[config.mk]
export PLATFORM = sky130hd
export DESIGN_NAME = pc_predict_unit
export DESIGN_NICKNAME = d
export VERILOG_FILES = /design/src/rtl/pc_predict_unit.sv
export SDC_FILE = /design/constraint.sdc
export NUM_CORES = 1
export LEC_CHECK = 0
export CORE_ASPECT_RATIO = 1.2
export CORE_MARGIN = 2
export CORE_UTILIZATION = 40
export DETAILED_ROUTE_END_ITERATION = 8
export GPL_ROUTABILITY_DRIVEN = 0
export MAX_ROUTING_LAYER = met4
export PLACE_DENSITY = 0.62
export SYNTH_ARGS = -nofsm -noshare
export SYNTH_HDL_FRONTEND = slang
export SYNTH_SLANG_ARGS = --single-unit
[constraint.sdc]
create_clock -name clk -period 5.65 [get_ports clk]
set_input_delay 1.13 -clock clk [delete_from_list [all_inputs] [get_ports clk]]
set_output_delay 1.13 -clock clk [all_outputs]
set_load 0.02 [all_outputs]
[src/rtl/pc_predict_unit.sv]
// Next-PC generator: 2-bit saturating BHT prediction, in-flight record queue and EX-stage mispredict recovery.
// Define PRED_STATS_EN to add the stat_branches / stat_mispred counters.
module pc_predict_unit #(
    parameter int unsigned     XLEN          = 32,
    parameter int unsigned     BHT_IDX_W     = 6,
    parameter int unsigned     RESOLVE_DEPTH = 2,
    parameter logic [XLEN-1:0] RESET_PC      = '0
) (
    input  logic            clk,
    input  logic            rst,
    input  logic            stall,
    input  logic [XLEN-1:0] if_pc,
    input  logic [6:0]      if_opcode,
    input  logic [XLEN-1:0] if_j_imm,
    input  logic [XLEN-1:0] if_b_imm,
    input  logic            ex_valid,
    input  logic            ex_is_branch,
    input  logic            ex_taken,
    input  logic [XLEN-1:0] ex_pc,
    input  logic [XLEN-1:0] ex_target,
    output logic [XLEN-1:0] pc_next,
    output logic            pred_taken,
    output logic            flush
`ifdef PRED_STATS_EN
    ,
    output logic [31:0]     stat_branches,
    output logic [31:0]     stat_mispred
`endif
);

    localparam logic [6:0]      OPC_JAL    = 7'b1101111;
    localparam logic [6:0]      OPC_BRANCH = 7'b1100011;
    localparam int unsigned     BHT_SIZE   = 1 << BHT_IDX_W;
    localparam logic [XLEN-1:0] PC_STEP    = XLEN'(4);

    logic [1:0]           bht [BHT_SIZE];
    logic [BHT_IDX_W-1:0] if_idx;
    logic [BHT_IDX_W-1:0] ex_idx;

    logic                 q_valid  [RESOLVE_DEPTH];
    logic                 q_taken  [RESOLVE_DEPTH];
    logic [XLEN-1:0]      q_target [RESOLVE_DEPTH];

    logic                 pred_taken_c;
    logic [XLEN-1:0]      pred_next;
    logic                 h_taken;
    logic                 mispredict;
    logic                 rst_d;

    assign if_idx = if_pc[BHT_IDX_W+1:2];
    assign ex_idx = ex_pc[BHT_IDX_W+1:2];

    // IF prediction; the recorded target is the PC actually fetched next
    always_comb begin
        pred_taken_c = 1'b0;
        pred_next    = if_pc + PC_STEP;
        case (if_opcode)
            OPC_JAL: begin
                pred_taken_c = 1'b1;
                pred_next    = if_pc + if_j_imm;
            end
            OPC_BRANCH: begin
                if (bht[if_idx][1]) begin
                    pred_taken_c = 1'b1;
                    pred_next    = if_pc + if_b_imm;
                end
            end
            default: ;
        endcase
    end

    assign h_taken    = q_valid[0] & q_taken[0];
    assign mispredict = (h_taken != ex_taken) | (ex_taken & (q_target[0] != ex_target));

    // rst_d masks the cycle after reset, when the queue holds no records yet
    assign flush      = ex_valid & ~rst & ~rst_d & mispredict;
    assign pred_taken = ~rst & pred_taken_c;

    always_comb begin
        if (rst)
            pc_next = RESET_PC;
        else if (flush)
            pc_next = ex_taken ? ex_target : ex_pc + PC_STEP;
        else if (stall)
            pc_next = if_pc;
        else
            pc_next = pred_next;
    end

    always_ff @(posedge clk) begin
        rst_d <= rst;
    end

    always_ff @(posedge clk) begin
        if (rst || flush) begin
            for (int unsigned i = 0; i < RESOLVE_DEPTH; i++)
                q_valid[i] <= 1'b0;
        end else if (!stall) begin
            for (int unsigned i = 0; i + 1 < RESOLVE_DEPTH; i++) begin
                q_valid[i]  <= q_valid[i+1];
                q_taken[i]  <= q_taken[i+1];
                q_target[i] <= q_target[i+1];
            end
            q_valid[RESOLVE_DEPTH-1]  <= 1'b1;
            q_taken[RESOLVE_DEPTH-1]  <= pred_taken_c;
            q_target[RESOLVE_DEPTH-1] <= pred_next;
        end
    end

    always_ff @(posedge clk) begin
        if (rst) begin
            for (int unsigned i = 0; i < BHT_SIZE; i++)
                bht[i] <= 2'b01;
        end else if (ex_valid && ex_is_branch) begin
            if (ex_taken) begin
                if (bht[ex_idx] != 2'b11)
                    bht[ex_idx] <= bht[ex_idx] + 2'b01;
            end else begin
                if (bht[ex_idx] != 2'b00)
                    bht[ex_idx] <= bht[ex_idx] - 2'b01;
            end
        end
    end

`ifdef PRED_STATS_EN
    always_ff @(posedge clk) begin
        if (rst) begin
            stat_branches <= '0;
            stat_mispred  <= '0;
        end else begin
            if (ex_valid && ex_is_branch)
                stat_branches <= stat_branches + 32'd1;
            if (flush)
                stat_mispred <= stat_mispred + 32'd1;
        end
    end
`endif

endmodule
* Yosys cells after proc, flatten, opt, wreduce, memory -nomap -nowiden
Memory sizes are Yosys's and may differ from the RTL's.
Cells that the tools add are included.
** Storage, ports and cells
- Memories :: 4
- Bits in latches :: 0
- RAM bits :: 196
- Bits in read-only memories :: 0
- Logic and storage cells :: 63
- Bits of input ports :: 173
- Bits in registers :: 1
** Memory list
- bht :: words 64, width 2, rd ports 2, clocked after Yosys merged registers in 0, wr ports 64, RTL line 36 : logic [1:0] bht [BHT_SIZE];
- q_target :: words 2, width 32, rd ports 2, clocked after Yosys merged registers in 0, wr ports 2, RTL line 42 : logic [XLEN-1:0] q_target [RESOLVE_DEPTH];
- q_taken :: words 2, width 1, rd ports 2, clocked after Yosys merged registers in 0, wr ports 2, RTL line 41 : logic q_taken [RESOLVE_DEPTH];
- q_valid :: words 2, width 1, rd ports 2, clocked after Yosys merged registers in 0, wr ports 2, RTL line 40 : logic q_valid [RESOLVE_DEPTH];
** Operators by class
- Reduce and logical (&&, ||, !) cells :: 4
- Muxes and demuxes :: 31
- Divide/modulo/power cells :: 0
- Bitwise operators :: 12
- Shifts and indexed selects :: 0
- Order comparisons :: 0
- Add/subtract/negate cells :: 6
- Equality and inequality tests :: 5
- $mul :: 0
** Operators by type and width (number)
- $mux 32 :: 5
- $add 32x3->32 const B :: 2
- $add 32x32->32 :: 2
- $pmux 32 s2 :: 1
- $ne 32x32->1 :: 1
- $mux 1 :: 21
- $eq 7x7->1 const B :: 2
- $and 1x1->1 :: 6
- $mux 6 :: 1
- $mux 2 :: 2
- $or 1x1->1 :: 4
- $add 2x1->2 const B :: 1
- $ne 2x2->1 const B :: 1
- $not 1->1 :: 2
- $pmux 1 s2 :: 1
- $reduce_bool 2->1 :: 1
- $reduce_or 2->1 :: 1
- $sub 2x1->2 const B :: 1
- $logic_and 1x1->1 :: 1
- $logic_or 1x1->1 :: 1
- $ne 1x1->1 :: 1

* Longest topological paths before layout
Gate-level depths: netlist of the first run.
An unclocked memory read counts as a cell.
- Depth in word-level cells :: 10
- Depth in mapped cells :: 14
- Depth with buffers taken out :: 12

* Least setup slack after synthesis of the first run
No wires, ideal clock.
- Kind :: input -> output
- Start point :: input port if_pc[6]
- End point :: output port pc_next[23]
- Data required time :: 4520 ps
- Path buffers :: 0
- Stages on the path :: 10
- Path slack :: 298 ps
- Arrival :: 4222 ps
- Cell sequence :: ha_1 and3_1 a221o_1 a221oi_1 o221a_2 o21ai_0 a221oi_1 xnor2_1 a211oi_1 o41ai_1
** Between the ends
- Longest elaborated chain between the ends :: 6
- Elaborated cells on any way between the ends :: 9
- Classes of those cells :: add/sub: 3; mux: 5; memory: 1
** Ends and longest elaborated chain
- start: declaration :: RTL line 12 : input logic [XLEN-1:0] if_pc,
- $add 32x3->32 (tied with other cells) :: RTL line 56 : pred_next = if_pc + PC_STEP;
- $mux 32 :: RTL line 63 : if (bht[if_idx][1]) begin
- $pmux 32 s2 * :: RTL line 57 : case (if_opcode)
- $mux 32 * :: RTL line 84 : else if (stall)
- $mux 32 * :: RTL line 82 : else if (flush)
- $mux 32 * :: RTL line 80 : if (rst)
- end: declaration :: RTL line 21 : output logic [XLEN-1:0] pc_next,
Every way passes the cells marked *; elsewhere a longest branch is shown, timed or not.

* Final worst setup path of the first run
- Start point :: input port if_pc[5]
- End point :: output port pc_next[10]
** Between the ends
- Longest elaborated chain between the ends :: 6
- Elaborated cells on any way between the ends :: 9
- Classes of those cells :: add/sub: 3; mux: 5; memory: 1
** Ends and longest elaborated chain
- $add 32x3->32 (tied with other cells) :: RTL line 56
- $mux 32 :: RTL line 63
- $pmux 32 s2 * :: RTL line 57
- net pred_next[10] :: RTL line 45 : logic [XLEN-1:0] pred_next;
- $mux 32 * :: RTL line 84
- $mux 32 * :: RTL line 82
- $mux 32 * :: RTL line 80
The timed path passes the listed nets; every way through them passes the cells marked *.

==> impl_results.md, run 1 <==
- Status: finished clean
- Synth Cell Area: 16100 um2
- Leak pwr: 7.97 nW
- Post-synth ARST share: 0
- Slew @ Worst Pin: 0.979 ns
- Synth Area in XOR/XNOR: 0.0734
- Maxcap violations: 0
- Top FF cell, synth: edfxtp_1
- Worst IR drop on VDD: between 0.2 and 0.25 mV
- Post-place instance area: 20400 um2
- Post-synth EDFFs: 196
- Slew headroom: 0.345
- Share of cells above drive strength 1: 0.241
- 1st-pass router iterations: 5
- Placement Rows: 80
- Critical Path AT: 4.49 ns
- Layout area overhead: 31.8%
- Mux cell area share after synthesis: 0.0729
- Hold Path Class: reg2reg
- CP max FO: 10
- Simple-gate portion of the synthesized area: 0.220
- Post-Syn Nets: slightly below 2000
- CTS tree: built
- Util after Layout: 0.534
- Crit end category: output pin
- Pin count of the biggest net entering global routing: 65
- Routed vias: 15700
- Routed wire length: 60.9 mm
- Post-synthesis sequential area ratio: 0.367
- Htree depth: 4
- Unrepaired setup endpoints after global routing: yes
- RR Endpoint: bht[11][0]
- TritonCTS Buffers: 17
- Final setup fails: 0
- Average wire per standard cell: ~23 um
- Crit Path Category: in2out
- GRT Resource Usage Total: 0.293
- Crit path launch: if_pc[5]
- Grt ovf: 0
- # port buffers: 206
- Area of the core: ~40000 um2
- Synth Area in Compound Gates: 0.166
- Residual DRC: 0
- HPWL Detailed: 47.2 mm
- Achievable clock frequency: 178 MHz
- #FFs+latches synth: slightly below 200
- Detail Route Antenna Nets: 0
- Crit path launch type: input pin
- Vias/cell: 5.90
- Detailed Route Iter0 Violations: 1351
- Final layout net count: 2355
- Most frequent cells after synthesis: nand2_1, edfxtp_1, nor2_1
- Largest family of logic cells by synthesized area: simple AND/OR/NAND/NOR gates
- Synth warnings: 0
- Setup WS pre-CTS: -0.795 ns
- Final Hold Fails: 0
- Design area: 21200 um2
- R2r startpoint: bht[47][0]
- Top cells by area, synth: edfxtp_1, nand2_1, ha_1
- Cells after DPL: 2626
- Clock latency at the later pin of the worst-skew pair: about 0.44 ns
- Fin cells: 2663
- CTS sink count: 197
- R2R depth: 10
- Clock slew at reported path FFs: 0.08 ns
- Period utilization: 0.994
- Most frequent cell after synthesis: nand2_1
- Post-synthesis average cell area: 9.32 um2
- CTS max path bufs: 2
- Synthesized instance count: 1729
- Top Ports: 207
- Tmin final: 5.62 ns
- Adder-Cell Fraction of Synth Area: 0.0522
- Initial Util: 0.405
- Root Buffer: clkbuf_16
- Clk_skew: 0.0177 ns
- Worst Setup EP: pc_next[10]
- Final WS setup: about 0.033 ns
- Register-to-Register Setup Slack: 2.08 ns
- First-pass GRT wire length: 91.0 mm
- Area leader, netlist: edfxtp_1
- Post-synth cell types: 81
- Vias in the first global route: 15700
- PwrDens: 197 nW/um2
- Initial antenna violation count: 1
- Die Y-Extent: 224 um
- Fillers: about 3600
- Die Width: 187 um
- CP Data Required Time: roughly 4.5 ns
- Post-synth top area share: 0.365
- Hold slack final: approximately 0.42 ns
- Final slew viol count: 0
- Die area: between 40000 and 50000 um2
==> routing by layer <==
layer,up-vias,track usage,routed length [um]
li1,7222,-,-
met1,7481,0.314,22000
met2,799,0.504,30000
met3,209,0.0409,4140
met4,0,0.197,4770
met5,-,-,0
==> repair_timing <==
item                       in CTS  in global routing
buffers inserted                1                  3
gates resized for setup        90                 51
hold buffers                    0                  0
cloned                          0                  0
pin swaps                       7                 11
setup endpoints to repair      31                 31
==> flip-flops by register name (all words and copies together), names as in the netlist <==
register	count
q_target	64
q_taken	2
bht	128
rst_d	1
q_valid	2
==> worst min path at each step <==
stage / start / endpoint / cells past startpoint
2_1_floorplan: q_taken[0][1] / q_taken[0][0] / 0
3_3_place_gp: q_target[0][34] / q_target[0][2] / 0
3_5_place_dp: q_target[0][36] / q_target[0][4] / 0
4_1_cts: q_target[0][58] / q_target[0][26] / 0
5_1_grt: q_target[0][58] / q_target[0][26] / 0
6_report: q_target[0][58] / q_target[0][26] / 0
==> worst max-delay path, stage by stage <==
cell and delay (ns):
clkdlybuf4s50_1 0.51, buf_6 0.20, and2_2 0.23, buf_4 0.13
a21oi_1 0.05, and3_1 0.23, o31a_1 0.35, nor2_2 0.20
buf_6 0.22, buf_4 0.16, o221ai_1 0.20, mux2i_1 0.40
o21ai_0 0.13, dlygate4sd2_1 0.34
==> cell type report <==
type / count / area [um2] / share of cell area
diodes: 1 / 2.50 / 0.000118
clock inverters: 13 / 133 / 0.00625
multi-input cells: 1370 / 9740 / 0.459
inverters: 39 / 146 / 0.00689
flip-flops and latches: 197 / 5910 / 0.278
repair buffers: 491 / 4210 / 0.198
clock buffers: 19 / 433 / 0.0204
well taps: 533 / 667 / 0.0314
==> where the power goes <==
group / switching, mW / internal [mW] / total (mW) / leakage (nW)
Clock: 0.601 / 0.590 / 1.19 / 0.275
Combinational: 0.736 / 0.600 / 1.34 / 5.94
Sequential: 0.0188 / 1.65 / 1.67 / 1.76
==> layout by cell type (no fill, tap or decap), types with 8 or more instances in the layout <==
cell type        netlist  final
o211ai_1              11     11
inv_1                 38     37
nand3b_1              14     14
xnor2_1               58     57
clkbuf_2               0      8
a21oi_1               78     72
nor3b_1                9      9
dlygate4sd2_1          0     11
nand2b_1              14     14
nor2_1               127    126
o21ai_0               71     63
nand2_1              260    260
buf_2                 23      8
and3_1                18     18
nand4_1               26     26
nor3_2                60     61
o21bai_1               8      8
nor3_1                32     31
a22oi_1               16     16
xor2_1                77     77
buf_4                 11    278
a31o_2                20     20
a21o_1                35     35
mux4_2                21     21
o22ai_1                9      8
clkdlybuf4s50_1        0    166
o21a_1                 9      9
mux2i_1               60     59
edfxtp_1             196    196
a221oi_1              11      8
nor4_1                12     11
a211oi_1              15     13
mux2_2                 9      9
clkbuf_16              0     17
nand3_1               70     70
ha_1                  64     62
o31ai_1               14     10
==> cells by family after synthesis <==
group | after synthesis
AND/OR/NAND/NOR | 692
AO/OA/AOI/OAI | 387
flip-flops | 197
buffers and inverters | 162
XOR/XNOR | 135
multiplexers | 90
adder cells (fa/ha/maj) | 66
==> through the flow <==
step / setup TNS [ns] / power, mW
detailed placement: -13.23 / 2.98
CTS: 0 / 4.16
finish: 0 / 4.19
global placement: -11.99 / 2.97
floorplan: 0 / 2.35
global route: -0.0827 / 4.34
Note: power is estimated with default switching activity, not from simulation.
==> inputs of run 2 (changes only) <==
--- a/config.mk
+++ b/config.mk
@@ -6,12 +6,12 @@
 export NUM_CORES = 1
 export LEC_CHECK = 0
 export CORE_ASPECT_RATIO = 1.2
-export CORE_MARGIN = 2
-export CORE_UTILIZATION = 40
+export CORE_MARGIN = 1
+export CORE_UTILIZATION = 30
 export DETAILED_ROUTE_END_ITERATION = 8
 export GPL_ROUTABILITY_DRIVEN = 0
 export MAX_ROUTING_LAYER = met4
-export PLACE_DENSITY = 0.62
+export PLACE_DENSITY = 0.5
 export SYNTH_ARGS = -nofsm -noshare
 export SYNTH_HDL_FRONTEND = slang
 export SYNTH_SLANG_ARGS = --single-unit
==> run 2 against run 1 <==
Net effect:
- total power up 0.93%
- clock power about the same
- sequential power about the same
- utilization down 12 points
- worst setup slack better by 0.048 ns
- routed wire length up 6.6%
- die area up 30%
- critical endpoint is now pc_next[17]
- largest power group unchanged
==> impl_results.md, run 2 (synthesis gave the netlist of run 1 again) <==
- Crit path cell chain: clkdlybuf4s50_1 -> ha_1 -> a21o_1 -> a221o_1 -> buf_4 -> a32oi_1 -> buf_4 -> nand2_1 -> buf_4 -> xnor2_1 -> o221ai_2 -> mux2i_1 -> o2bb2ai_1 -> clkdlybuf4s15_1
- Worst IR drop on VDD: 0.192 mV (-22%)
- Crit path launch type: input pin
- Die Y-Extent: 256 um (+14%)
- Maxcap violations: 0 (unchanged)
- Final setup TNS: 0 ns (unchanged)
- Tmin final: 5.57 ns (-0.0475 ns)
- CP delay by family, top: buffers and inverters
- Residual DRC: 0 (unchanged)
- # port buffers: 206 (unchanged)
- Detailed Route Iter0 Violations: 1195 (-12%)
- Global Route met2 Usage: 0.417 (-0.0873)
- Regs by FF count: bht (128), q_target (64)
- Storage cell area: 5910 um2 (unchanged)
- Htree depth: 4 (unchanged)
- Slew headroom: 0.274 (-0.0715)
- Die area: 54600 um2 (+30%)
- Average wire per standard cell: 22.6 um (-1.4%)
- First-pass GRT wire length: 95.6 mm (+5.1%)
- Max stage delay on crit path: 0.42 ns (-0.09 ns)
- Detail Route Antenna Nets: 0 (unchanged)
- CTS Hold Bufs: 0 (unchanged)
- Min-Delay Endpoint: q_target[0][8]
- M3 GR Usage: 0.0321 (-0.00874)
- Final slew viol count: 0 (unchanged)
- Clk_skew: 0.0161 ns (-0.00162 ns)
- CTS max path bufs: 2 (unchanged)
- Hold slack final: 0.421 ns (+0.00430 ns)
- Biggest register: bht
- Highest-count cells in the layout ignoring fill and taps: buf_4, nand2_1, edfxtp_1
- Pin count of the biggest net entering global routing: 65 (unchanged)
- CP max FO: 3 (-7)
- Initial antenna violation count: 5 (+4)
- Leak pwr: 8.17 nW (+2.5%)
- Slowest CP cell: clkdlybuf4s50_1
- Commonest non-fill, non-tap cell in the layout: buf_4
- Fillers: 5213 (+44%)
- RR Endpoint: bht[11][0]
- Multi-input combinational cell area: 9760 um2 (+0.17%)
- Vias in the first global route: 15600 (-0.72%)
- Die Width: 214 um (+14%)
- Critical Path AT: 4.44 ns (-0.05 ns)
- Slew @ Worst Pin: 1.09 ns (+0.108 ns)
- Final setup fails: 0 (unchanged)
- Register-to-Register Setup Slack: 1.91 ns (-0.17 ns)
- Hold Path Class: reg2reg
- Crit end category: output pin
- Achievable clock frequency: 180 MHz (+0.85%)
- Status: finished clean
- Routed vias: 15500 (-1.1%)
- Worst Min Path Start: q_target[0][40]
- HPWL Detailed: 50.8 mm (+7.8%)
- Placement Rows: 92 (+15%)
- Area of the core: 52800 um2 (+33%)
- Unrepaired setup endpoints after global routing: yes
- CTS tree: built
- Most numerous cell on the critical path: buf_4
- GRT Resource Usage Total: 0.242 (-0.0511)
- 1st-pass router iterations: 5 (unchanged)
- Met1 Usage GRT: 0.275 (-0.0394)
- R2r startpoint: bht[57][1]
- Vias/cell: 5.40 (-8.5%)
- CP Data Required Time: 4.52 ns (about the same)
- Period utilization: 0.986 (-0.00842)
- Final layout net count: 2392 (+1.6%)
- Buf+Inv Stages, Crit Path: 5 (-1)
- Grt ovf: 0 (unchanged)
- Clock latency at the later pin of the worst-skew pair: 0.45 ns (about the same)
- Clock slew at reported path FFs: 0.07 ns (about the same)
- Root Buffer: clkbuf_16
- PwrDens: 194 nW/um2 (-1.5%)
- Final Hold Fails: 0 (unchanged)
- Layout area overhead: 35.1%
- Share of cells above drive strength 1: 0.259 (+0.0176)
- Crit Path Category: in2out
- Initial Util: 0.305 (-0.101)
- Worst Hold Depth: 0 (unchanged)
- Top Ports: 207 (unchanged)
- CTS sink count: 197 (unchanged)
- Routed wire length: 64.9 mm (+6.6%)
- TritonCTS Buffers: 17 (unchanged)
- R2R depth: 10 (unchanged)
- Max reg flops: 128 (unchanged)
- GRT busiest layer: met2
==> run 2: changes by cell type in the layout (fill, tap and decap cells not counted), sizes merged <==
cell         change
clkbuf           -3
clkinv           +1
dlygate4sd2      -5
clkinvlp         +1
diode            +5
inv              -1
buf             +44
==> run 2: what timing repair did <==
item	in CTS	in global routing
resized for setup	97	57
pin swaps	15	15
setup endpoints to repair	30	30
cloned	0	0
setup buffers	5	5
==> run 2: worst max path at each step <==
stage,slack [ns],start,to,depth (start not counted)
2_1_floorplan,0.30,if_pc[6],pc_next[23],10
3_3_place_gp,-0.68,if_pc[0],pc_next[22],15
3_5_place_dp,-0.59,if_pc[0],pc_next[22],15
4_1_cts,0.002,if_pc[1],pc_next[25],14
5_1_grt,-0.08,if_j_imm[0],pc_next[16],16
6_report,0.08,if_pc[7],pc_next[17],14
==> run 2: layout make-up <==
cell class / instances / share of cell area
Antenna cell: 6 / 0.000690
Clock inverter: 14 / 0.00615
Multi-Input combinational cell: 1370 / 0.448
Inverter: 39 / 0.00673
Tap cell: 705 / 0.0405
Clock buffer: 18 / 0.0197
Sequential cell: 197 / 0.271
Timing Repair Buffer: 528 / 0.206
==> run 2: layer usage <==
layer | routed length (um) | vias up
li1 | - | 7300
met1 | 25800 | 7559
met2 | 32800 | 541
met3 | 3130 | 132
met4 | 3170 | 0
met5 | 0 | -
==> run 2: worst register-to-register path, delay by kind of cell (launching register included) <==
family | cells | cell delay, ns
flops | 1 | 0.42
buf+inv | 2 | 0.54
simple gates | 2 | 0.41
compound gates | 4 | 1.32
mux | 2 | 0.75
==> run 2: through the flow <==
stage / utilization / setup slack (ns) / cell area, um2 / instances / total power [mW]
2_1_floorplan: - / 0.298 / 16100 / 1729 / 2.35
3_3_place_gp: 0.395 / -0.680 / 20900 / 2829 / 3.03
3_5_place_dp: 0.395 / -0.589 / 20900 / 2829 / 3.03
4_1_cts: 0.408 / 0.00212 / 21600 / 2866 / 4.23
5_1_grt: 0.412 / -0.0776 / 21800 / 2876 / 4.40
6_report: 0.412 / 0.0809 / 21800 / 2877 / 4.23
==> run 2: report_power, final <==
part / switching (mW) / internal, mW
clock: 0.601 / 0.585
sequential: 0.0185 / 1.65
combinational: 0.753 / 0.627
total: 1.37 / 2.86
